$ cat src/rtl/parking_pkg.sv
// rtl/parking_pkg.sv - shared types and defaults for the parking gate controller
package parking_pkg;

  typedef enum logic [1:0] {
    IDLE     = 2'd0,
    OPEN_IN  = 2'd1,
    OPEN_OUT = 2'd2,
    CLOSING  = 2'd3
  } state_t;

  localparam logic DIR_IN  = 1'b0;
  localparam logic DIR_OUT = 1'b1;

  localparam int DEF_CAPACITY       = 16;
  localparam int DEF_CNT_W          = 5;
  localparam int DEF_TIMEOUT_CYCLES = 32;
  localparam int DEF_CLOSE_CYCLES   = 4;

endpackage

$ cat src/rtl/parking_occupancy_cnt.sv
// rtl/parking_occupancy_cnt.sv - saturating up/down occupancy counter with full/empty flags
module parking_occupancy_cnt
  import parking_pkg::*;
#(
  parameter int CNT_W    = DEF_CNT_W,
  parameter int CAPACITY = DEF_CAPACITY
) (
  input  logic             clk,
  input  logic             rst,
  input  logic             inc,
  input  logic             dec,
  output logic [CNT_W-1:0] count,
  output logic             full,
  output logic             empty
);

  assign full  = (count == CNT_W'(CAPACITY));
  assign empty = (count == '0);

  // Simultaneous inc and dec cancel; each direction clamps at its bound.
  always_ff @(posedge clk or posedge rst) begin
    if (rst) begin
      count <= '0;
    end else if (inc && !dec && !full) begin
      count <= count + 1'b1;
    end else if (dec && !inc && !empty) begin
      count <= count - 1'b1;
    end
  end

endmodule

$ cat src/rtl/parking_gate_ctrl.sv
// rtl/parking_gate_ctrl.sv - single-lane barrier arbiter with open/timeout/close sequencing
module parking_gate_ctrl
  import parking_pkg::*;
#(
  parameter int CAPACITY       = DEF_CAPACITY,
  parameter int CNT_W          = DEF_CNT_W,
  parameter int TIMEOUT_CYCLES = DEF_TIMEOUT_CYCLES,
  parameter int CLOSE_CYCLES   = DEF_CLOSE_CYCLES
) (
  input  logic             clk,
  input  logic             rst,
  input  logic             entry_req,
  input  logic             exit_req,
  input  logic             entering,
  input  logic             exiting,
  output logic             gate_open,
  output logic             entry_grant,
  output logic             exit_grant,
  output logic [CNT_W-1:0] count,
  output logic             full,
  output logic             empty,
  output logic             timeout_err
);

  // One timer serves both the open-wait and the closing guard.
  localparam int TW = (TIMEOUT_CYCLES > 1) ? $clog2(TIMEOUT_CYCLES) : 1;
  localparam logic [TW-1:0] TMO_LAST = TW'(TIMEOUT_CYCLES - 1);
  localparam logic [TW-1:0] CLS_LAST = TW'(CLOSE_CYCLES - 1);

  state_t        state, state_nx;
  logic [TW-1:0] timer, timer_nx;
  logic          last_dir, last_dir_nx;
  logic          tmo_nx;
  logic          elig_in, elig_out;

  // Occupancy follows the sensors regardless of which side holds the gate.
  parking_occupancy_cnt #(
    .CNT_W    (CNT_W),
    .CAPACITY (CAPACITY)
  ) u_occ (
    .clk   (clk),
    .rst   (rst),
    .inc   (entering),
    .dec   (exiting),
    .count (count),
    .full  (full),
    .empty (empty)
  );

  assign elig_in  = entry_req && !full;
  assign elig_out = exit_req && !empty;

  // State, timer, round-robin memory and the timeout pulse register.
  always_ff @(posedge clk or posedge rst) begin
    if (rst) begin
      state       <= IDLE;
      timer       <= '0;
      last_dir    <= DIR_OUT;
      timeout_err <= 1'b0;
    end else begin
      state       <= state_nx;
      timer       <= timer_nx;
      last_dir    <= last_dir_nx;
      timeout_err <= tmo_nx;
    end
  end

  // Arbitration and sequencing; a passage pulse takes priority over the timeout.
  always_comb begin
    state_nx    = state;
    timer_nx    = timer;
    last_dir_nx = last_dir;
    tmo_nx      = 1'b0;
    case (state)
      IDLE: begin
        timer_nx = '0;
        if (elig_in && (!elig_out || last_dir == DIR_OUT)) begin
          state_nx    = OPEN_IN;
          last_dir_nx = DIR_IN;
        end else if (elig_out) begin
          state_nx    = OPEN_OUT;
          last_dir_nx = DIR_OUT;
        end
      end
      OPEN_IN, OPEN_OUT: begin
        if ((state == OPEN_IN) ? entering : exiting) begin
          state_nx = CLOSING;
          timer_nx = '0;
        end else if (timer == TMO_LAST) begin
          state_nx = CLOSING;
          timer_nx = '0;
          tmo_nx   = 1'b1;
        end else begin
          timer_nx = timer + 1'b1;
        end
      end
      CLOSING: begin
        if (timer == CLS_LAST) begin
          state_nx = IDLE;
          timer_nx = '0;
        end else begin
          timer_nx = timer + 1'b1;
        end
      end
      default: begin
        state_nx = IDLE;
        timer_nx = '0;
      end
    endcase
  end

  // Gate and grant commands decode the state directly.
  always_comb begin
    gate_open   = 1'b0;
    entry_grant = 1'b0;
    exit_grant  = 1'b0;
    case (state)
      OPEN_IN: begin
        gate_open   = 1'b1;
        entry_grant = 1'b1;
      end
      OPEN_OUT: begin
        gate_open  = 1'b1;
        exit_grant = 1'b1;
      end
      default: begin
        gate_open   = 1'b0;
        entry_grant = 1'b0;
        exit_grant  = 1'b0;
      end
    endcase
  end

endmodule

$ cat config.mk
export PLATFORM = sky130hd
export DESIGN_NAME = parking_gate_ctrl
export DESIGN_NICKNAME = d
export VERILOG_FILES = /design/src/rtl/parking_pkg.sv /design/src/rtl/parking_occupancy_cnt.sv /design/src/rtl/parking_gate_ctrl.sv
export SDC_FILE = /design/constraint.sdc
export NUM_CORES = 1
export LEC_CHECK = 0
export ABC_AREA = 1
export CORE_MARGIN = 2
export CORE_UTILIZATION = 40
export CTS_CLUSTER_DIAMETER = 100
export DETAILED_ROUTE_END_ITERATION = 16
export PLACE_DENSITY = 0.73
export SYNTH_ARGS = -nofsm -noshare
export SYNTH_HDL_FRONTEND = slang
export SYNTH_SLANG_ARGS = --single-unit
export TNS_END_PERCENT = 20
$ cat constraint.sdc
create_clock -name clk -period 3.3 [get_ports clk]
set_clock_uncertainty 0.05 [all_clocks]
set_input_delay 0.33 -clock clk [delete_from_list [all_inputs] [get_ports clk]]
set_output_delay 0.33 -clock clk [all_outputs]
set_load 0.02 [all_outputs]
# == After elaboration in Yosys (flattened, before gate mapping) ==
# Index checks and enable logic that the tools add are counted.
# W data, S select, Z words.
# word_totals
register_bits,14
inputBits,6
output_inout_bits,11
elab_cells,58
# classes
n_addsub,3
eq_ne,9
mux,21
n_reduce_logical,20
# op_table
cell,count
$mux W5,5
$pmux W5 S3,1
$add A5 B1 Y5 const B,2
$eq A5 B5 Y1 const B,2
$mux W2,5
$mux W1,9
$logic_and A1 B1 Y1,7
$pmux W2 S3,1
$eq A5 B2 Y1 const B,1
$logic_not A1 Y1,5
$logic_not A5 Y1,1
$sub A5 B1 Y5 const B,1
$eq A2 B2 Y1 const B,2
$reduce_bool A2 Y1,2
$ne A3 B1 Y1 const B,1
$ne A3 B3 Y1 const B,1
$reduce_and A3 Y1,1
$eq A2 B1 Y1 const B,1
$logic_not A2 Y1,1
$ne A2 B2 Y1 const B,1
$reduce_and A2 Y1,1
$reduce_or A2 Y1,1
$logic_or A1 B1 Y1,1

# == Longest topological paths before layout ==
# Gate-level depths: netlist (run 1).
# depth
word_depth,8
depth_mapped,12
ltp_nobuf,12

# == Cells and area by module ==
# From an unflattened synthesis (run 1), not the netlist that was laid out.
# unflattened
cells_unflattened,131
area_unflattened_um2,1011.0
# by_module_without_submodules
module,instances,cells_each,area_each_um2
parking_gate_ctrl,1,73,570.5
parking_occupancy_cnt,1,58,440.4

# == Worst setup path after synthesis (run 1) ==
# OpenSTA, ideal clock, no wires.
# synth_path
path_kind,register to register
from,register u_occ.count[0]
to,register u_occ.count[4]
setup_ns,0.117
arrival_time_ns,1.704
slack_ns,1.429
path_stages_with_launch,12
path_buffers,0
cell_sequence,dfrtp_1 nor2_4 nand3_4 nand3_4 inv_2 fa_1 nor2_1 nor2_1 inv_1 nand2_1 nand3_1 nand2_1
# synth_between
elab_chain_len,4
# synth_lines
element,line,source
start: declaration,parking_occupancy_cnt.sv:12,"output logic [CNT_W-1:0] count,"
start signal: assignment,parking_occupancy_cnt.sv:25,count <= count + 1'b1;
start signal: assignment,parking_occupancy_cnt.sv:27,count <= count - 1'b1;
"parallel branches: the longest is 4 deep, another holds $sub A5 B1 Y5",n/a,
# Several ways; the timed one is not identified. The select of a mux whose other input is x is not followed.
# A chain may end at the register's enable or synchronous reset.

# == Final worst setup path (run 1) ==
# layout_path
from,register u_occ.count[0]
to,output empty
# layout_between
elab_chain_len,1
# layout_lines
element,line,source
$logic_not A5 Y1,parking_occupancy_cnt.sv:18,assign empty = (count == '0);
end: declaration,parking_gate_ctrl.sv:21,"output logic empty,"
# No other way between the ends.

==> out/qor.txt, run 1 <==
endpoint class of the critical path: primary output
Row Count: 18
Die ar.: 2930 µm²
Starting Density: 0.413
Worst Hold Class: primary input to async pin
vias per inst: 4.76
Worst slew margin: 0.656
Area Overhead vs Synth: 23.3%
Peak VDD IR: 0.612 mV
register bit total from synthesis: 14
P_int: 595 µW
Clock Path Buffers: 2
max_cap viols: 0
Resize count post-CTS: 0
fin crit share: 0.648
Hold WS: 331 ps
vias in the first global route: 787
crit-path max FO: 5
Yosys warning count: 0
num ports: 17
Max stage delay on crit path: 610 ps
dpl hpwl: 1580 µm
layout cells sized above 1: 0.171
worst path buffer plus inverter count: 2
Core ar.: 2430 µm²
Mapped Cells: 120
final RePlAce weighted congestion: 0.776
min Tclk post-route: 2140 ps
H-tree level count: 1
grt ovf: 0
Die Span Y: 54.1 µm
Setup TNS: 0 ps
post-synthesis cell type count: 22
first-pass GRT wire length: 3330 µm
Final setup viols: 0
port bufs: 16
Post-DRT Antenna Nets: 0
Net Sw Frac: 0.475
syn_nets: 137
antenna violations before repair: 0
Detailed Routing Iterations Pass 1: 4
layout net count: 158
cell area after synthesis: 1000 µm²
unrepaired setup endpoints after global routing: no
setup bufs post-CTS: 0
Leakage: 0.638 nW
Mean Syn Cell Area: 8.36 µm²
fmax: 0.468 GHz
Clock Latency Late Sink: 270 ps
final hold vios: 0
Crit-path slowest cell: clkdlybuf4s50_1
drt drc: 0
crit path launch type: register
required time of the critical path: 2920 ps
P_sw: 539 µW
CTS Buf Count: 3
CTS Sinks: 14
asr flop ratio synth: 1.00
Clock power frac: 0.106
Tightest Pin Transition: 516 ps
CTS Hold Bufs: 0
total track usage: 0.157
Seq/Total Area, Yosys: 0.350
Comb pwr share: 0.615
crit path cell chain: nor2_4 > nand3_2 > inv_1 > clkdlybuf4s50_1
CTS tree: done
CP arrival: 1760 ps
Synth Flop Type: dfrtp_1
CTS Root Cell: clkbuf_4
final wirelength: 1930 µm
CTS clk-pin slew, worst paths: 90 ps
sequential power share: 0.279
die width: 54.1 µm
Final Max Tran Viols: 0
status: finished, final reports clean
cell area power density: 917 nW/µm²
WS Path Type: register to primary output
DR iter-0 viols: 7
largest net degree at the start of global routing: 15
Via Count: 809
number of flops mapped to enable cells by yosys: 0
diode count: 0
CP top delay family: buffers and inverters
Wirelength per Cell: 11.3 µm
per-stage QoR:
| step | util | power, mW | instances | area, µm² | setup slack [ps] |
|---|---|---|---|---|---|
| after global placement | 0.494 | 0.992 | 166 | 1200 | 1210 |
| after floorplan | - | 0.801 | 120 | 1000 | 1430 |
| final | 0.509 | 1.13 | 170 | 1240 | 1160 |
| after detailed placement | 0.494 | 1.02 | 166 | 1200 | 1160 |
| after global routing | 0.509 | 1.24 | 170 | 1240 | 1080 |
| after CTS | 0.509 | 1.15 | 170 | 1240 | 1130 |
logic make-up (layout without fill, tap and decap cells):
| family | after synthesis | after routing | synth area share |
|---|---|---|---|
| AO/OA/AOI/OAI | 6 | 6 | 0.0449 |
| XOR/XNOR | 4 | 4 | 0.0349 |
| adder cells (fa/ha/maj) | 11 | 11 | 0.145 |
| buffers and inverters | 24 | 44 | 0.0948 |
| flip-flops | 14 | 14 | 0.350 |
| AND/OR/NAND/NOR | 61 | 61 | 0.330 |
metal layers:
metal / vias up / global-route usage / wire length (µm)
met3: 4 / 0.0250 / 48
met4: 0 / 0.0750 / 25
met2: 13 / 0.268 / 1000
li1: 411 / - / -
met1: 381 / 0.190 / 853
met5: - / 0 / 0
area by class of cell:
class	count	area, µm²
multi-input combinational	82	557
sequential	14	352
tap	30	37.5
fill	238	1190
inverter	24	95.1
timing repair buffer	16	160
clock buffer	4	36.3
worst paths after layout:
| check | start | end | slack (ps) | cells after the start |
|---|---|---|---|---|
| setup reg to reg | u_occ.count[0] | u_occ.count[4] | 1380 | 11 |
| setup / recovery | u_occ.count[0] | empty | 1160 | 4 |
| hold reg to reg | timer[0] | timer[0] | 420 | 1 |
| max in group asynchronous | rst | last_dir | 2510 | 2 |
| min in group clk | timer[0] | timer[0] | 420 | 1 |
| hold / removal | rst | state[1] | 330 | 2 |
placed cells by master (no fill, tap or decap), drive strengths merged:
cell type      count
ha                10
o21ai              3
fa                 1
dfrtp             13
o21bai             1
nor3b              1
a21oi              1
o22ai              1
xor2               4
nand3             13
clkinv             1
inv               23
nor2              12
dfstp              1
clkbuf             4
clkdlybuf4s50     16
nand2             35
sequential cells by signal (all words and copies together) (netlist names):
| register | count |
|---|---|
| last_dir | 1 |
| state | 2 |
| timeout_err | 1 |
| timer | 5 |
| u_occ.count | 5 |
power by group through the flow:
stage	registers [mW]	logic, mW	clock network, mW
after floorplan	0.338	0.464	0
after global placement	0.317	0.675	0
after detailed placement	0.320	0.702	0
after CTS	0.318	0.705	0.127
after global routing	0.325	0.777	0.135
final	0.317	0.698	0.120
cell usage after synthesis, types with 2 or more instances:
library cell / instances / area share
dfrtp_1: 13 / 0.32
ha_1: 10 / 0.12
inv_1: 21 / 0.079
inv_2: 2 / 0.0075
nand2_1: 31 / 0.12
nand2_2: 2 / 0.012
nand2_4: 2 / 0.022
nand3_1: 7 / 0.035
nand3_2: 4 / 0.040
nand3_4: 2 / 0.035
nor2_1: 9 / 0.034
nor2_4: 2 / 0.022
o21ai_2: 3 / 0.026
xor2_1: 4 / 0.035
(Power assumes the default switching activity.)
==> run 2: changes to the inputs <==
- clock period: 3.3 -> 2.2 ns (I/O delays scaled with it)
==> run 2 against run 1 <==
Net effect: worst setup slack lost 1000 ps; critical path depth is the same; non-clock buffer count is the same; critical path type unchanged; highest routed layer unchanged.
==> out/qor.txt, run 2 (synthesis gave the netlist of run 1 again) <==
RR Endpoint: u_occ.count[4]
max_cap viols: 0
Resize count post-CTS: 0
Peak VDD IR: 0.869 mV
CTS clk-pin slew, worst paths: 100 ps
Setup TNS: 0 ps
required time of the critical path: 1930 ps
Worst Setup SP: u_occ.count[0]
M3 GR Usage: 0.0417
most frequent cells in the layout: nand2_1, inv_1, clkdlybuf4s50_1
Post-DRT Antenna Nets: 0
H-tree level count: 1
Via Count: 813
Clock Path Buffers: 2
total track usage: 0.162
Core ar.: 2430 µm²
CTS Sinks: 14
commonest non-fill, non-tap cell in the layout: nand2_1
Wirelength per Cell: 11.4 µm
worst setup path end: empty
Final Max Tran Viols: 0
crit path launch type: register
endpoint class of the critical path: primary output
crit path cell chain: nor2_4 > nand3_2 > inv_1 > clkdlybuf4s50_1
Worst path depth: 4
Crit-path slowest cell: clkdlybuf4s50_1
dpl hpwl: 1550 µm
grt ovf: 0
M1 GR Usage: 0.195
CP arrival: 1770 ps
Hold WS: 208 ps
crit-path max FO: 5
CTS tree: done
vias per inst: 4.78
DR iter-0 viols: 18
antenna violations before repair: 0
final hold vios: 0
met2 Resource Use GR: 0.283
status: finished, final reports clean
Worst slew margin: 0.641
layout cells sized above 1: 0.171
fin crit share: 0.929
diode count: 0
first-pass GRT wire length: 3410 µm
final wirelength: 1950 µm
Area Overhead vs Synth: 23.3%
min Tclk post-route: 2040 ps
worst path buffer plus inverter count: 2
Die ar.: 2930 µm²
CP top delay family: buffers and inverters
final RePlAce weighted congestion: 0.776
fmax: 0.489 GHz
unrepaired setup endpoints after global routing: no
setup bufs post-CTS: 0
drt drc: 0
Starting Density: 0.413
Detailed Routing Iterations Pass 1: 4
port bufs: 16
Row Count: 18
CTS Buf Count: 3
Final setup viols: 0
layout net count: 158
Clock Latency Late Sink: 290 ps
Max stage delay on crit path: 590 ps
Worst R2R Setup Slack: 250 ps
GRT busiest layer: met2
CTS Hold Bufs: 0
Leakage: 0.638 nW
Worst R2R Path Depth: 11
num ports: 17
WS Path Type: register to primary output
vias in the first global route: 811
Die Span Y: 54.1 µm
die width: 54.1 µm
cell area power density: 1390 nW/µm²
Tightest Pin Transition: 538 ps
fillers: 236
Regs by FF count: timer (5), u_occ.count (5), state (2)
Worst Hold Class: primary input to async pin
worst r2r src: u_occ.count[0]
largest net degree at the start of global routing: 15
CTS Root Cell: clkbuf_4
## run 2: cell counts in the layout (fill, tap and decap cells not counted)
Identical to the previous run, type by type.
## run 2: per-stage QoR
step	utilization	instance area (µm²)	setup WS [ps]	std cells	total power, mW
6_report	0.509	1240	156	170	1.71
2_1_floorplan	-	1000	329	120	1.20
3_3_place_gp	0.494	1200	216	166	1.49
3_5_place_dp	0.494	1200	173	166	1.53
4_1_cts	0.509	1240	129	170	1.73
5_1_grt	0.509	1240	54.2	170	1.86
## run 2: worst min-delay path by stage
stage | from | to | slack, ps | cells after the start
after floorplan | rst | state[0] | 60 | 1
final | rst | timer[3] | 210 | 2
after CTS | rst | timer[4] | 220 | 2
after global routing | rst | timer[3] | 260 | 2
after global placement | timer[0] | timer[0] | 400 | 1
after detailed placement | timer[0] | timer[0] | 410 | 1
## run 2: worst register-to-register path, cell delays in order, from the launching register on
cell	delay, ps
dfrtp_1	480
nor2_4	190
nand3_4	120
nand3_4	130
inv_2	70
fa_1	410
nor2_1	120
nor2_1	70
inv_1	50
nand2_1	60
nand3_1	60
nand2_1	50
## run 2: where the power goes
group / switching [mW] / internal, mW
Combinational: 0.605 / 0.442
Sequential: 0.125 / 0.351
Clock: 0.0914 / 0.101
## run 2: area by class of cell
| cell class | instances | area, µm² | share of cell area |
|---|---|---|---|
| multi-input cells | 82 | 557 | 0.450 |
| flip-flops and latches | 14 | 352 | 0.284 |
| repair buffers | 16 | 160 | 0.129 |
| inverters | 24 | 95.1 | 0.0768 |
| well taps | 30 | 37.5 | 0.0303 |
| clock buffers | 4 | 36.3 | 0.0293 |
## run 2: routing by layer
metal | vias up | wire (µm)
li1 | 406 | -
met1 | 390 | 868
met2 | 15 | 998
met3 | 2 | 67
met4 | 0 | 12
met5 | - | 0
